**config.mk**
```make
export PLATFORM = sky130hd
export DESIGN_NAME = keypad_decoder_flat
export DESIGN_NICKNAME = d
export VERILOG_FILES = /design/src/rtl/keypad_if.sv /design/src/rtl/keypad_decoder.sv /design/src/flat_wrapper.sv
export SDC_FILE = /design/constraint.sdc
export NUM_CORES = 1
export LEC_CHECK = 0
export BUFFER_PORTS_ARGS = -buffer_cell sky130_fd_sc_hd__buf_4
export CAP_MARGIN = 0
export CORE_MARGIN = 2
export CORE_UTILIZATION = 55
export DETAILED_ROUTE_END_ITERATION = 6
export PLACE_DENSITY = 0.77
export SLEW_MARGIN = 20
export SYNTH_ARGS = -nofsm -noshare
export SYNTH_HDL_FRONTEND = slang
export SYNTH_SLANG_ARGS = --single-unit
```
**constraint.sdc**
```tcl
create_clock -name clk -period 2.72 [get_ports clk]
set_input_delay 0.544 -clock clk [delete_from_list [all_inputs] [get_ports clk]]
set_output_delay 0.544 -clock clk [all_outputs]
set_load 0.01 [all_outputs]
```
**src/rtl/keypad_if.sv**
```systemverilog
// Keypad decoder signal bundle: scanner-side inputs and decoded key outputs.
// The master drives the column/row pattern; the slave (decoder) returns the key.
interface keypad_if;
   logic [3:0] columnas;
   logic [3:0] filas;
   logic [3:0] key;
   logic       key_valid;
   logic       key_strobe;

   modport master (
      output columnas,
      output filas,
      input  key,
      input  key_valid,
      input  key_strobe
   );

   modport slave (
      input  columnas,
      input  filas,
      output key,
      output key_valid,
      output key_strobe
   );
endinterface

```
**src/rtl/keypad_decoder.sv**
```systemverilog
// 4x4 matrix keypad decoder: registered key code, debounced valid flag and a
// one-cycle press strobe. All outputs are registered.
module keypad_decoder #(
   parameter int unsigned STABLE_CYCLES = 4
) (
   input  logic     clk,
   input  logic     rst,
   keypad_if.slave  kp
);

   localparam logic [7:0] STABLE_MAX = 8'(STABLE_CYCLES);

   logic [3:0] code;
   logic       hit;

   logic [3:0] key_q,        key_d;
   logic [7:0] cnt_q,        cnt_d;
   logic       key_valid_q,  key_valid_d;
   logic       key_strobe_q, key_strobe_d;

   always_comb begin
      code = 4'b0000;
      hit  = 1'b0;
      case ({kp.columnas, kp.filas})
         8'b0001_1110: begin code = 4'b0001; hit = 1'b1; end
         8'b0001_1101: begin code = 4'b0010; hit = 1'b1; end
         8'b0001_1011: begin code = 4'b0011; hit = 1'b1; end
         8'b0001_0111: begin code = 4'b1010; hit = 1'b1; end
         8'b0010_1110: begin code = 4'b0100; hit = 1'b1; end
         8'b0010_1101: begin code = 4'b0101; hit = 1'b1; end
         8'b0010_1011: begin code = 4'b0110; hit = 1'b1; end
         8'b0010_0111: begin code = 4'b1011; hit = 1'b1; end
         8'b0100_1110: begin code = 4'b0111; hit = 1'b1; end
         8'b0100_1101: begin code = 4'b1000; hit = 1'b1; end
         8'b0100_1011: begin code = 4'b1001; hit = 1'b1; end
         8'b0100_0111: begin code = 4'b1100; hit = 1'b1; end
         8'b1000_1110: begin code = 4'b1110; hit = 1'b1; end
         8'b1000_1101: begin code = 4'b0000; hit = 1'b1; end
         8'b1000_1011: begin code = 4'b1111; hit = 1'b1; end
         8'b1000_0111: begin code = 4'b1101; hit = 1'b1; end
         default:      begin code = 4'b0000; hit = 1'b0; end
      endcase
   end

   // key_q doubles as the previous-cycle code; a non-zero count means the
   // previous cycle decoded a valid key.
   always_comb begin
      key_d = code;
      cnt_d = cnt_q;
      if (!hit) begin
         cnt_d = 8'd0;
      end else if (cnt_q == 8'd0 || code != key_q) begin
         cnt_d = 8'd1;
      end else if (cnt_q < STABLE_MAX) begin
         cnt_d = cnt_q + 8'd1;
      end
      key_valid_d  = hit && (cnt_d == STABLE_MAX);
      key_strobe_d = key_valid_d && !key_valid_q;
   end

   always_ff @(posedge clk) begin
      if (rst) begin
         key_q        <= 4'b0000;
         cnt_q        <= 8'd0;
         key_valid_q  <= 1'b0;
         key_strobe_q <= 1'b0;
      end else begin
         key_q        <= key_d;
         cnt_q        <= cnt_d;
         key_valid_q  <= key_valid_d;
         key_strobe_q <= key_strobe_d;
      end
   end

   assign kp.key        = key_q;
   assign kp.key_valid  = key_valid_q;
   assign kp.key_strobe = key_strobe_q;

endmodule

```
**src/flat_wrapper.sv**
```systemverilog
// flat-port wrapper written by rule: the top's interface ports become plain ports
module keypad_decoder_flat 
#(
   parameter int unsigned STABLE_CYCLES = 4
)
  (clk, rst, kp_columnas, kp_filas, kp_key, kp_key_valid, kp_key_strobe);
  keypad_if kp_i ();
  input  logic clk;
  input  logic rst;
  input wire logic [$bits(kp_i.columnas)-1:0] kp_columnas;
  input wire logic [$bits(kp_i.filas)-1:0] kp_filas;
  output wire logic [$bits(kp_i.key)-1:0] kp_key;
  output wire logic [$bits(kp_i.key_valid)-1:0] kp_key_valid;
  output wire logic [$bits(kp_i.key_strobe)-1:0] kp_key_strobe;
  assign kp_i.columnas = kp_columnas;
  assign kp_i.filas = kp_filas;
  assign kp_key = kp_i.key;
  assign kp_key_valid = kp_i.key_valid;
  assign kp_key_strobe = kp_i.key_strobe;
  keypad_decoder #(.STABLE_CYCLES(STABLE_CYCLES)) u_core (.clk(clk), .rst(rst), .kp(kp_i));
endmodule
```
-- Word level (Yosys, flattened, before mapping)
Cells that the tools add are included.
- $add $sub $neg: 1
- order comparisons: 1
- equal/unequal tests: 18
- muxes and demuxes: 5
- reductions and logical operators: 6
- operator list (cell ; count):
    case mux 4 bit (15 select lines) ; 1
    equality test 8 x 5 -> 1 bit, second input constant ; 4
    equality test 8 x 6 -> 1 bit, second input constant ; 4
    equality test 8 x 7 -> 1 bit, second input constant ; 4
    equality test 8 bit, second input constant ; 4
    two-way mux 8 bit ; 3
    OR reduction 16 bit ; 1
    adder 8 x 1 -> 8 bit, second input constant ; 1
    equality test 8 x 3 -> 1 bit, second input constant ; 1
    logical NOT 8 bit ; 1
    < comparator 8 x 3 -> 1 bit, second input constant ; 1
    != test 4 bit ; 1
    logical AND 1 bit ; 2
    logical NOT 1 bit ; 1
    logical OR 1 bit ; 1
    two-way mux 1 bit ; 1
- bits in registers: 14
- input port bits: 10
- output and inout port bits: 6
- word-level logic and storage cells: 35

-- Depth between registers and ports, before layout
- depth in word-level cells: 9
- mapped depth: 8
- mapped depth without buffers: 6

-- Least setup slack after synthesis
No wires, ideal clock.
- path type: in2reg
- start: input kp_columnas[2]
- end: register u_core.cnt_q[0]
- setup time: 0.120 ns
- arrival time: 2.255 ns
- required time: 2.600 ns
- setup slack: 0.345 ns
- cell stages on the path: 8
- path buffers: 2
- path through: buf_6 and4b_2 nand4b_1 and3_4 and3_4 or4b_4 buf_6 o31a_1
- longest elaborated chain between the ends: 6
- elaborated cells on any way between the ends: 23
- those cells by class: eq/ne (17); mux (4); reduce/logical (2)
- ends and longest elaborated chain (what ; line ; RTL):
    start: declaration ; flat_wrapper.sv:10 ; input wire logic [$bits(kp_i.columnas)-1:0] kp_columnas;
    equality test 8 bit (tied with other cells) ; keypad_decoder.sv:24 ; case ({kp.columnas, kp.filas})
    case mux 4 bit (15 select lines) ; keypad_decoder.sv:24 ;
    != test 4 bit ; keypad_decoder.sv:52 ; end else if (cnt_q == 8'd0 || code != key_q) begin
    logical OR 1 bit ; keypad_decoder.sv:52 ;
    two-way mux 8 bit ; keypad_decoder.sv:52 ;
    two-way mux 8 bit (*) ; keypad_decoder.sv:50 ; if (!hit) begin
    end signal: assignment ; keypad_decoder.sv:69 ; cnt_q <= cnt_d;
    end: declaration ; keypad_decoder.sv:17 ; logic [7:0] cnt_q, cnt_d;
Every way passes the cells marked *; elsewhere a longest branch is shown, timed or not.
A chain may end at the register's enable or synchronous reset.

-- Worst setup path after layout
- start: input kp_columnas[0]
- end: register u_core.cnt_q[5]
The elaborated chain is that of the path after synthesis.

==> results_dict.tcl <==
set metrics [dict create \
    status "finished clean" \
    grtUsageTotal_pct 20.3 \
    setup_slack_ps 483 \
    worstSetupStartpointType "input port" \
    synth_top_family_by_area "simple AND/OR/NAND/NOR gates" \
    crit_start "kp_columnas[0]" \
    setup_violations 0 \
    cts_resized 0 \
    crit_type "in -> reg" \
    p_per_area_nw_per_um2 364 \
    synth_seq_cells 14 \
    cts-root-buf "clkbuf_4" \
    yosys-top-cells-count "dfxtp_1, inv_1, a21oi_1, nor4_1, nand3_1" \
    area_growth_pct 10.5 \
    htree_num_levels 1 \
    cts_hold_buf 0 \
    path_clk_slew_ps 80 \
    drtPass1Iterations 4 \
    rsz0062_at_grt "false" \
    end_kind "flip-flop" \
    p_int_mw 0.321 \
    dr.first_iter.drc_count 36 \
    hp-class "in -> reg" \
    diodes 0 \
    finalNonFillerCells 163 \
    clk_latency_ps 280 \
    die-area_um2 2340 \
    finalSetupTns_ps 0 \
    grt_pass1_vias 857 \
    dp_slack_ps 199 \
    avgSynthCellArea_um2 8.74 \
    synthSimpleGateAreaFrac_pct 37.2 \
    power_switching_mw 0.114 \
    core_area_um2 1900 \
    antenna_found_initial 0 \
    finalCoreUtilization_pct 63.0 \
    yosysTopAreaCell "dfxtp_1" \
    num_rows 16 \
    syn-num-nets 136 \
    muxShareOfSynthArea_pct 1.85 \
    synthDistinctLibCells 46 \
    synth_compound_area_share_pct 14.2 \
    cts-buffers-inserted 3 \
    mappedNetlistArea_um2 1080 \
    arrival_ps 2410 \
    period_minus_slack_ps 2240 \
    grt-ovfl-total 0 \
    cts_buffer_depth 2 \
    yosysSeqAreaShare_pct 25.9 \
    crit_required_ps 2890 \
    post-dp-hpwl_um 1680 \
    path_max_fanout 10 \
    ys_top_cells_by_area "dfxtp_1, buf_6, nor4_1" \
    grt_start_max_net_pins 15 \
    cap_violations 0 \
    gp_congestion 0.889 \
    hold_violations 0 \
    ir_drop_uv 341 \
    combPwrFrac_pct 18.6 \
    fin_hold_ws_ps 443 \
    fillers 176 \
    ys.flop_type "dfxtp_1" \
    die_x_um 48.4 \
    drc 0 \
    clock_skew_ps 8.52 \
    totalWireLength_um 2180 \
    r2r-start "u_core.cnt_q[5]" \
    post-route-period-util_pct 82.2 \
    viasPerCell 5.98 \
    cts.sinks 14 \
    clkPwrFrac_pct 33.8 \
    p_leak_nw 0.477 \
    min_from "rst" \
    synth-xor-area-share_pct 8.08 \
    postCtsSetupBuffers 0 \
    nets 149 \
    max_freq_ghz 0.447 \
    grt_first_pass_wirelength_um 3830 \
    yosysMostFrequentCell "dfxtp_1" \
    io_pins 16 \
    async_reset_ff_share_pct 0 \
    post-place-cells 159 \
    slew_headroom_pct 55.8 \
    vias 975 \
    pwr-share-seq_pct 47.6 \
    synth.top_cell.area_share_pct 25.9 \
    synth-edff-count 0 \
    cts_tree "yes" \
    syn_inst 124 \
    initial_utilization_pct 57.0 \
    slew_violations 0 \
    io_buffers 15 \
    synth_adder_area_share_pct 2.31 \
    wl_per_cell_um 13.4 \
    yosysWarnings 0 \
    drive_gt1_share_pct 20.6 \
    worst_pin_slew_ps 659 \
    die_h_um 48.4 \
    switching_share_pct 26.2 \
    antenna_left 0 \
]
## worst max-delay path, cell delays in order
cell	delay, ps
buf_4	150
and2b_1	230
a32o_1	290
a211o_1	300
xnor2_1	150
nand3_1	330
nor4_1	400
## layout by cell type (no fill, tap or decap), types with 3 or more instances in the layout
master    Yosys  final
buf_4         2     16
dfxtp_1      14     14
inv_1        10     10
a21oi_1       7      7
nor4_1        7      7
nand3_1       6      6
nand4_1       5      5
xnor2_1       5      5
xor2_1        5      5
nor2_1        4      4
nand2_1       4      4
and2_1        4      4
o21ai_0       3      3
nand4b_1      3      3
clkbuf_4      0      3
## metrics by stage
step / area [µm²] / power, mW
after detailed placement: 1160 / 0.292
after global placement: 1160 / 0.291
after floorplan: 1080 / 0.276
after CTS: 1200 / 0.439
after global routing: 1200 / 0.457
final: 1200 / 0.435
## sequential cells by signal, summed over array words and instances (netlist names)
register and count:
u_core.kp.key 4, u_core.kp.key_valid 1, u_core.kp.key_strobe 1, u_core.cnt_q 8
## worst paths after layout
| check | slack [ps] | depth (start not counted) | end |
|---|---|---|---|
| max | 480 | 7 | u_core.cnt_q[5] |
| min | 440 | 2 | u_core.kp.key[0] |
| max reg2reg | 1130 | 6 | u_core.cnt_q[5] |
| min reg2reg | 460 | 2 | u_core.cnt_q[4] |
## cells by family (layout without fill, tap and decap cells)
logic type | Yosys count | in the layout
buffers and inverters | 18 | 30
muxes | 2 | 2
AOI/OAI and AO/OA | 23 | 23
adders and majority gates | 2 | 2
xor gates and xnor gates | 10 | 10
and+or+nand+nor | 55 | 55
DFF | 14 | 14
## power groups by stage
stage / sequential [mW] / clock (mW) / combinational [mW]
4_1_cts: 0.207 / 0.151 / 0.0805
3_3_place_gp: 0.212 / 0 / 0.0791
6_report: 0.207 / 0.147 / 0.0812
3_5_place_dp: 0.212 / 0 / 0.0801
2_1_floorplan: 0.212 / 0 / 0.0643
5_1_grt: 0.207 / 0.160 / 0.0892
## layout make-up
class                           count  area, µm²  area share [%]
Clock buffer                        4       36.3            3.03
Timing Repair Buffer               16        120            10.0
Tap cell                           27       33.8            2.82
Multi-Input combinational cell     92        689            57.6
Sequential cell                    14        280            23.4
Inverter                           10       37.5            3.13
## metal layers
layer / GRT usage (%) / part of all wire, % / up-vias / routed length [µm]
met5: 0 / 0 / - / 0
met4: 5.71 / 1.1 / 0 / 25
met3: 4.63 / 7.0 / 5 / 153
met2: 30.3 / 45 / 43 / 978
met1: 29.3 / 47 / 444 / 1020
li1: - / - / 483 / -
Note: power is estimated with default switching activity, not from simulation.
